**src/rtl/paula_serial.sv**
```systemverilog
// paula_serial: Paula UART with SERDAT/SERPER/SERDATR registers,
// transmit buffer + shifter, receive shifter + buffer, irq strobes.
module paula_serial #(
    parameter logic [8:0] SERDATR = 9'h018,
    parameter logic [8:0] SERDAT  = 9'h030,
    parameter logic [8:0] SERPER  = 9'h032
) (
    input  logic        clk,
    input  logic        clk7_en,
    input  logic        reset,
    input  logic [8:1]  reg_address_in,
    input  logic [15:0] data_in,
    output logic [15:0] data_out,
    input  logic        rxd,
    output logic        txd,
    input  logic        rbfmirror,
    output logic        txint,
    output logic        rxint
);

    typedef enum logic [1:0] {
        TX_IDLE  = 2'd0,
        TX_START = 2'd1,
        TX_DATA  = 2'd2
    } tx_state_t;

    typedef enum logic [1:0] {
        RX_IDLE  = 2'd0,
        RX_START = 2'd1,
        RX_DATA  = 2'd2
    } rx_state_t;

    logic [14:0] per;
    logic        long_frame;
    logic [9:0]  txbuf;
    logic        tbe;
    logic        tsre;
    logic [9:0]  rxbuf;
    logic        ovrun;

    logic        wr_serdat;
    logic        wr_serper;
    logic        rd_serdatr;
    logic [3:0]  last_idx;

    tx_state_t   tx_state;
    tx_state_t   tx_next;
    logic [14:0] tx_cnt;
    logic [9:0]  tx_shift;
    logic [3:0]  tx_idx;
    logic        tx_expire;
    logic        tx_last;
    logic        tx_load;
    logic        tx_first;
    logic        tx_adv;
    logic        tx_finish;

    rx_state_t   rx_state;
    rx_state_t   rx_next;
    logic        rx_meta;
    logic        rxs;
    logic        rx_prev;
    logic        rx_fall;
    logic [14:0] rx_cnt;
    logic [3:0]  rx_idx;
    logic [8:0]  rx_shift;
    logic [9:0]  rx_word;
    logic        rx_expire;
    logic        rx_last;
    logic        rx_arm;
    logic        rx_go;
    logic        rx_samp;
    logic        rx_store;

    assign wr_serdat  = (reg_address_in == SERDAT[8:1]);
    assign wr_serper  = (reg_address_in == SERPER[8:1]);
    assign rd_serdatr = (reg_address_in == SERDATR[8:1]);
    assign last_idx   = long_frame ? 4'd9 : 4'd8;

    assign tx_expire = (tx_cnt == 15'd0);
    assign tx_last   = (tx_idx == last_idx);

    assign rx_fall   = rx_prev & ~rxs;
    assign rx_expire = (rx_cnt == 15'd0);
    assign rx_last   = (rx_idx == last_idx);
    assign rx_word   = {rxs, rx_shift};

    // Software-visible registers; a SERDAT write beats a shifter load on tbe.
    always_ff @(posedge clk) begin
        if (clk7_en) begin
            if (reset) begin
                per        <= 15'd0;
                long_frame <= 1'b0;
                txbuf      <= 10'd0;
                tbe        <= 1'b1;
                tsre       <= 1'b1;
            end else begin
                if (wr_serper) begin
                    per        <= data_in[14:0];
                    long_frame <= data_in[15];
                end
                if (wr_serdat) begin
                    txbuf <= data_in[9:0];
                    tbe   <= 1'b0;
                end else if (tx_load) begin
                    tbe <= 1'b1;
                end
                if (tx_load) begin
                    tsre <= 1'b0;
                end else if (tx_finish) begin
                    tsre <= 1'b1;
                end
            end
        end
    end

    // TX state register.
    always_ff @(posedge clk) begin
        if (clk7_en) begin
            if (reset) begin
                tx_state <= TX_IDLE;
            end else begin
                tx_state <= tx_next;
            end
        end
    end

    // TX next state: frames chain back-to-back while the buffer is full.
    always_comb begin
        tx_next = tx_state;
        case (tx_state)
            TX_IDLE:  if (!tbe) tx_next = TX_START;
            TX_START: if (tx_expire) tx_next = TX_DATA;
            TX_DATA: begin
                if (tx_expire && tx_last)
                    tx_next = tbe ? TX_IDLE : TX_START;
            end
            default:  tx_next = TX_IDLE;
        endcase
    end

    // TX strobes decoded from state and bit-counter expiry.
    always_comb begin
        tx_load   = 1'b0;
        tx_first  = 1'b0;
        tx_adv    = 1'b0;
        tx_finish = 1'b0;
        case (tx_state)
            TX_IDLE:  tx_load  = !tbe;
            TX_START: tx_first = tx_expire;
            TX_DATA: begin
                tx_adv    = tx_expire && !tx_last;
                tx_load   = tx_expire && tx_last && !tbe;
                tx_finish = tx_expire && tx_last && tbe;
            end
            default: ;
        endcase
    end

    // TX shifter, bit counter and registered line; per reloads at bit edges.
    always_ff @(posedge clk) begin
        if (clk7_en) begin
            if (reset) begin
                txd      <= 1'b1;
                txint    <= 1'b0;
                tx_cnt   <= 15'd0;
                tx_shift <= 10'd0;
                tx_idx   <= 4'd0;
            end else begin
                txint <= tx_load;
                if (tx_load) begin
                    tx_shift <= txbuf;
                    tx_cnt   <= per;
                    txd      <= 1'b0;
                end else if (tx_first || tx_adv) begin
                    txd      <= tx_shift[0];
                    tx_shift <= {1'b0, tx_shift[9:1]};
                    tx_cnt   <= per;
                    tx_idx   <= tx_first ? 4'd0 : tx_idx + 4'd1;
                end else if (tx_finish) begin
                    txd <= 1'b1;
                end else if (!tx_expire) begin
                    tx_cnt <= tx_cnt - 15'd1;
                end
            end
        end
    end

    // Two-flop synchroniser for rxd plus a delayed copy for edge detection.
    always_ff @(posedge clk) begin
        if (clk7_en) begin
            if (reset) begin
                rx_meta <= 1'b1;
                rxs     <= 1'b1;
                rx_prev <= 1'b1;
            end else begin
                rx_meta <= rxd;
                rxs     <= rx_meta;
                rx_prev <= rxs;
            end
        end
    end

    // RX state register.
    always_ff @(posedge clk) begin
        if (clk7_en) begin
            if (reset) begin
                rx_state <= RX_IDLE;
            end else begin
                rx_state <= rx_next;
            end
        end
    end

    // RX next state: half-period check rejects glitches as false starts.
    always_comb begin
        rx_next = rx_state;
        case (rx_state)
            RX_IDLE:  if (rx_fall) rx_next = RX_START;
            RX_START: if (rx_expire) rx_next = rxs ? RX_IDLE : RX_DATA;
            RX_DATA:  if (rx_expire && rx_last) rx_next = RX_IDLE;
            default:  rx_next = RX_IDLE;
        endcase
    end

    // RX strobes decoded from state and counter expiry.
    always_comb begin
        rx_arm   = 1'b0;
        rx_go    = 1'b0;
        rx_samp  = 1'b0;
        rx_store = 1'b0;
        case (rx_state)
            RX_IDLE:  rx_arm = rx_fall;
            RX_START: rx_go  = rx_expire && !rxs;
            RX_DATA: begin
                rx_samp  = rx_expire;
                rx_store = rx_expire && rx_last;
            end
            default: ;
        endcase
    end

    // RX counter, sample shifter, receive buffer and overrun flag.
    always_ff @(posedge clk) begin
        if (clk7_en) begin
            if (reset) begin
                rx_cnt   <= 15'd0;
                rx_idx   <= 4'd0;
                rx_shift <= 9'd0;
                rxbuf    <= 10'd0;
                rxint    <= 1'b0;
                ovrun    <= 1'b0;
            end else begin
                rxint <= rx_store;
                if (rx_arm) begin
                    rx_cnt <= {1'b0, per[14:1]};
                end else if (rx_go || (rx_samp && !rx_last)) begin
                    rx_cnt <= per;
                end else if (!rx_expire) begin
                    rx_cnt <= rx_cnt - 15'd1;
                end
                if (rx_go) begin
                    rx_idx <= 4'd0;
                end else if (rx_samp) begin
                    rx_idx <= rx_idx + 4'd1;
                end
                if (rx_samp) begin
                    rx_shift <= rx_word[9:1];
                end
                if (rx_store) begin
                    rxbuf <= long_frame ? rx_word : {1'b0, rx_word[9:1]};
                end
                if (!rbfmirror) begin
                    ovrun <= 1'b0;
                end else if (rx_store) begin
                    ovrun <= 1'b1;
                end
            end
        end
    end

    // SERDATR read mux.
    always_comb begin
        data_out = 16'h0000;
        if (rd_serdatr)
            data_out = {ovrun, rbfmirror, tbe, tsre, rxs, 1'b0, rxbuf};
    end

endmodule

```
**config.mk**
```make
export PLATFORM = sky130hd
export DESIGN_NAME = paula_serial
export DESIGN_NICKNAME = d
export VERILOG_FILES = /design/src/rtl/paula_serial.sv
export SDC_FILE = /design/constraint.sdc
export NUM_CORES = 1
export LEC_CHECK = 0
export ABC_AREA = 1
export BUFFER_PORTS_ARGS = -buffer_cell sky130_fd_sc_hd__buf_4
export CORE_AREA = 2 2 148 107
export DETAILED_ROUTE_END_ITERATION = 10
export DIE_AREA = 0 0 150 109
export PLACE_DENSITY_LB_ADDON = 0.05
export SYNTH_ARGS = -nofsm -noshare
export SYNTH_HDL_FRONTEND = slang
export SYNTH_SLANG_ARGS = --single-unit
```
**constraint.sdc**
```tcl
create_clock -name clk -period 2.2 [get_ports clk]
set_input_delay 0.11 -clock clk [delete_from_list [all_inputs] [get_ports clk]]
set_output_delay 0.11 -clock clk [all_outputs]
set_load 0.1 [all_outputs]
```
==> summary.log <==
INFO  cts            hold_buffers=0
INFO  drt            routed_wire_length_per_instance=14.39um
INFO  timing         slew_at_the_pin_with_the_worst_max_slew_slack=0.6380ns
INFO  timing         maxSlewHeadroom=57.42%
INFO  yosys          synth.yosys.warnings=0
INFO  yosys          syn_nets=732
INFO  yosys          synth.avg_cell_area=8.441um2
INFO  die            die_h=109um
INFO  yosys          synthTopCellsByArea=edfxtp_1, nand2_1, nor2_1
INFO  placed_design  place_worst_setup_slack=0.2299ns
INFO  placed_design  gp_congestion=0.8153
INFO  placed_design  buffer_ports.inserted=46
INFO  timing         timing_max_transition_violations_final=0
INFO  yosys          yosysUniqueCellTypes=33
INFO  die            starting_density_of_the_core=39.16%
INFO  worst_setup_path crit_path_end_kind=flip-flop
INFO  die            die-width=150um
INFO  global_route   overflow=0
INFO  yosys          yosys_top_cell_area_share=54.10%
INFO  die            die-area=16350um2
INFO  timing         timing.clock.skew=0.005165ns
INFO  placed_design  detailed_place.area=6559um2
INFO  cts            clkSlewWorstSetupHoldPaths=0.07ns
INFO  final_layout   finalInstanceArea=6849um2
INFO  hold_path      holdPathEnd=rx_meta
INFO  worst_setup_path reg2reg_slack=0.22ns
INFO  timing         fin_worst_hold_slack=0.02758ns
INFO  pwr            finalPower=4.629mW
INFO  drt            antenna_violating_nets_post_route=0
INFO  placed_design  dp.final_hpwl=10.26mm
INFO  final_layout   utilization=45.59%
INFO  timing         rsz_0062_raised_after_global_routing=no
INFO  worst_setup_path critical_path_buf_inv_count=3
INFO  placed_design  dpl.cell_count=944
INFO  drt            route.vias.total=4597
INFO  cts            cts_buffers=9
INFO  hold_path      worst_hold_path_type=in -> reg
INFO  pwr            power_density=675.9nW/um2
INFO  yosys          synthesis.instances=697
INFO  final_layout   finish.net_count=790
INFO  worst_setup_path reg2regPathDepth=11
INFO  pwr            clock_power_share=33.1%
INFO  global_route   grt_overall_usage=18.12%
INFO  cts            clock_latency=0.34ns
INFO  yosys          synth_largest_area_cell=edfxtp_1
INFO  cts            tritoncts_clock_tree=done
INFO  worst_setup_path start_kind=flip-flop
INFO  die            top_level_ports=48
INFO  pwr            switching_share=26.63%
INFO  hold_path      worst_hold_path.num_cells=2
INFO  pwr            sequentialPowerShare=53.7%
INFO  global_route   antenna_violations_before_repair=0
INFO  worst_setup_path worstPathArrival=2.03ns
INFO  worst_setup_path criticalPathCategory=reg -> reg
INFO  timing         post-route-min-period=1.976ns
INFO  yosys          sequential_area_share_after_synthesis=54.10%
INFO  pwr            p_comb_share=13.2%
INFO  yosys          ys_seq_elements=106
INFO  global_route   first_global_vias=4402
INFO  drt            detail_route.iter0.violations=285
INFO  worst_setup_path critPathTopFamily=simple AND/OR/NAND/NOR gates
INFO  worst_setup_path worstReg2RegStart=tx_cnt[0]
INFO  global_route   grt_pass1_wl=22.76mm
INFO  final_layout   insertedDiodeCount=0
INFO  drt            drt_drc_violations_left=0
INFO  timing         fin_tns_setup=0ns
INFO  cts            clockRootBuffer=clkbuf_16
INFO  drt            postRouteWirelength=13.82mm
INFO  worst_setup_path critical_path.cell_chain=inv_1 > ha_1 > nand3_1 > nor2_2 > nand3_2 > nand2_2 > nand2_4 > inv_1 > nand2_1 > nand3_1 > buf_12
INFO  run            max-cap-violations=0
INFO  yosys          post_synth_instance_area=5883um2
INFO  final_layout   drive_gt1_share=14.34%
INFO  drt            vias_per_cell=4.789
INFO  cts            h-tree-depth=3
INFO  final_layout   stdcell_count=960
INFO  outcome        status=finished clean
INFO  pwr            p_leak=3.126nW
INFO  cts            numClockSinks=106
INFO  cts            postCtsSetupRepairBufs=0
INFO  timing         highest_clock_rate=506.1MHz
INFO  worst_setup_path worst_path_max_fanout=15
INFO  pwr            p_int=3.396mW
INFO  drt            drt_pass1_iterations=4
INFO  timing         hold_violations=0
INFO  worst_setup_path critical-path-slowest-cell=edfxtp_1
INFO  timing         setup_viol_count_final=0
INFO  final_layout   area_overhead_of_the_layout_relative_to_synthesis=16.42%
INFO  cts            clockBufferDepth=2
INFO  timing         final_min_period_over_clock_period=89.82%
INFO  die            core=15020um2
INFO  pwr            vdd_ir_drop_max=0.0003542V
INFO  global_route   pin_count_of_the_biggest_net_entering_global_routing=40
INFO  worst_setup_path timing.critical_path.slowest_cell_delay=0.38ns
INFO  hold_path      timing.hold.worst.start=rxd
INFO  worst_setup_path worst_r2r_endpoint=tx_cnt[5]
INFO  pwr            power_switching=1.233mW
INFO  timing         final.setup.worst_slack=0.2239ns
INFO  die            floorplan.rows=38
INFO  worst_setup_path critical_path_required=2.26ns
-- power groups by stage --
stage / Sequential [mW] / Combinational [mW] / Clock [mW]
after floorplan: 2.50 / 0.426 / 0
after global placement: 2.53 / 0.610 / 0
after detailed placement: 2.53 / 0.611 / 0
after CTS: 2.48 / 0.616 / 1.59
after global routing: 2.50 / 0.705 / 1.66
final: 2.48 / 0.611 / 1.53
-- how the worst max path moves through the flow --
| stage | start | endpoint | slack, ns | cells past startpoint |
|---|---|---|---|---|
| after floorplan | reg_address_in[6] | data_out[11] | -0.13 | 4 |
| after global placement | tx_cnt[0] | tsre | 0.23 | 10 |
| after detailed placement | tx_cnt[10] | tx_cnt[5] | 0.23 | 10 |
| after CTS | tx_cnt[0] | tx_cnt[5] | 0.21 | 11 |
| after global routing | rx_cnt[0] | rxbuf[1] | 0.01 | 9 |
| final | tx_cnt[0] | tx_cnt[5] | 0.22 | 11 |
-- cell usage after synthesis (all sizes together) --
master and number:
nor4 1, conb 1, a21oi 28, nand3b 5, or2 2, xnor2 11
nand3 67, nand2 143, xor2 10, ha 6, nor3 6, a211oi 1
buf 14, o21ai 31, inv 114, clkbuf 9, nand4 7, clkinv 1
nor2 131, a31oi 2, o21bai 1, edfxtp 106
-- sequential cells by signal, indices dropped and copies added (netlist names), 2 cells and up --
register	count
tx_state	2
tx_idx	4
tx_cnt	15
rx_shift	9
rx_cnt	15
rx_idx	4
tx_shift	10
txbuf	10
per	15
rx_state	2
rxbuf	10
-- layer usage --
| layer | vias to the layer above | share of wire, % | global-route usage [%] |
|---|---|---|---|
| li1 | 2356 | - | - |
| met1 | 2142 | 50 | 25.78 |
| met2 | 85 | 45 | 29.09 |
| met3 | 14 | 4.0 | 3.096 |
| met4 | 0 | 1.0 | 4.245 |
| met5 | - | 0 | 0 |
-- cell usage in the layout (no fill, tap or decap), types with 10 or more instances in the layout --
cell type	netlist	final
edfxtp_1	106	106
nand2_1	135	135
inv_1	112	112
nor2_1	123	122
o21ai_0	29	29
nand3_1	66	65
xor2_1	10	10
buf_4	4	68
a21oi_1	28	28
xnor2_1	11	11
-- timing repair --
action | CTS | global route
hold endpoints to repair | 0 | 0
resized for setup | 0 | 3
setup endpoints to repair | 0 | 35
-- cells by family after synthesis --
| family | synth area share (%) |
|---|---|
| flip-flops | 54.10 |
| other | 0.06374 |
| AND/OR/NAND/NOR | 26.48 |
| AO/OA/AOI/OAI | 5.487 |
| XOR/XNOR | 3.126 |
| buffers and inverters | 9.464 |
| adder cells (fa/ha/maj) | 1.276 |
-- final cells by class --
cell class	count	area, um2
clock buffer	9	225.2
clock inverter	7	52.55
fill	1513	8175
inverter	115	431.7
multi-input combinational	453	2156
sequential	106	3183
tap	200	250.2
timing repair buffer	70	550.5
Note: power is estimated with default switching activity, not from simulation.
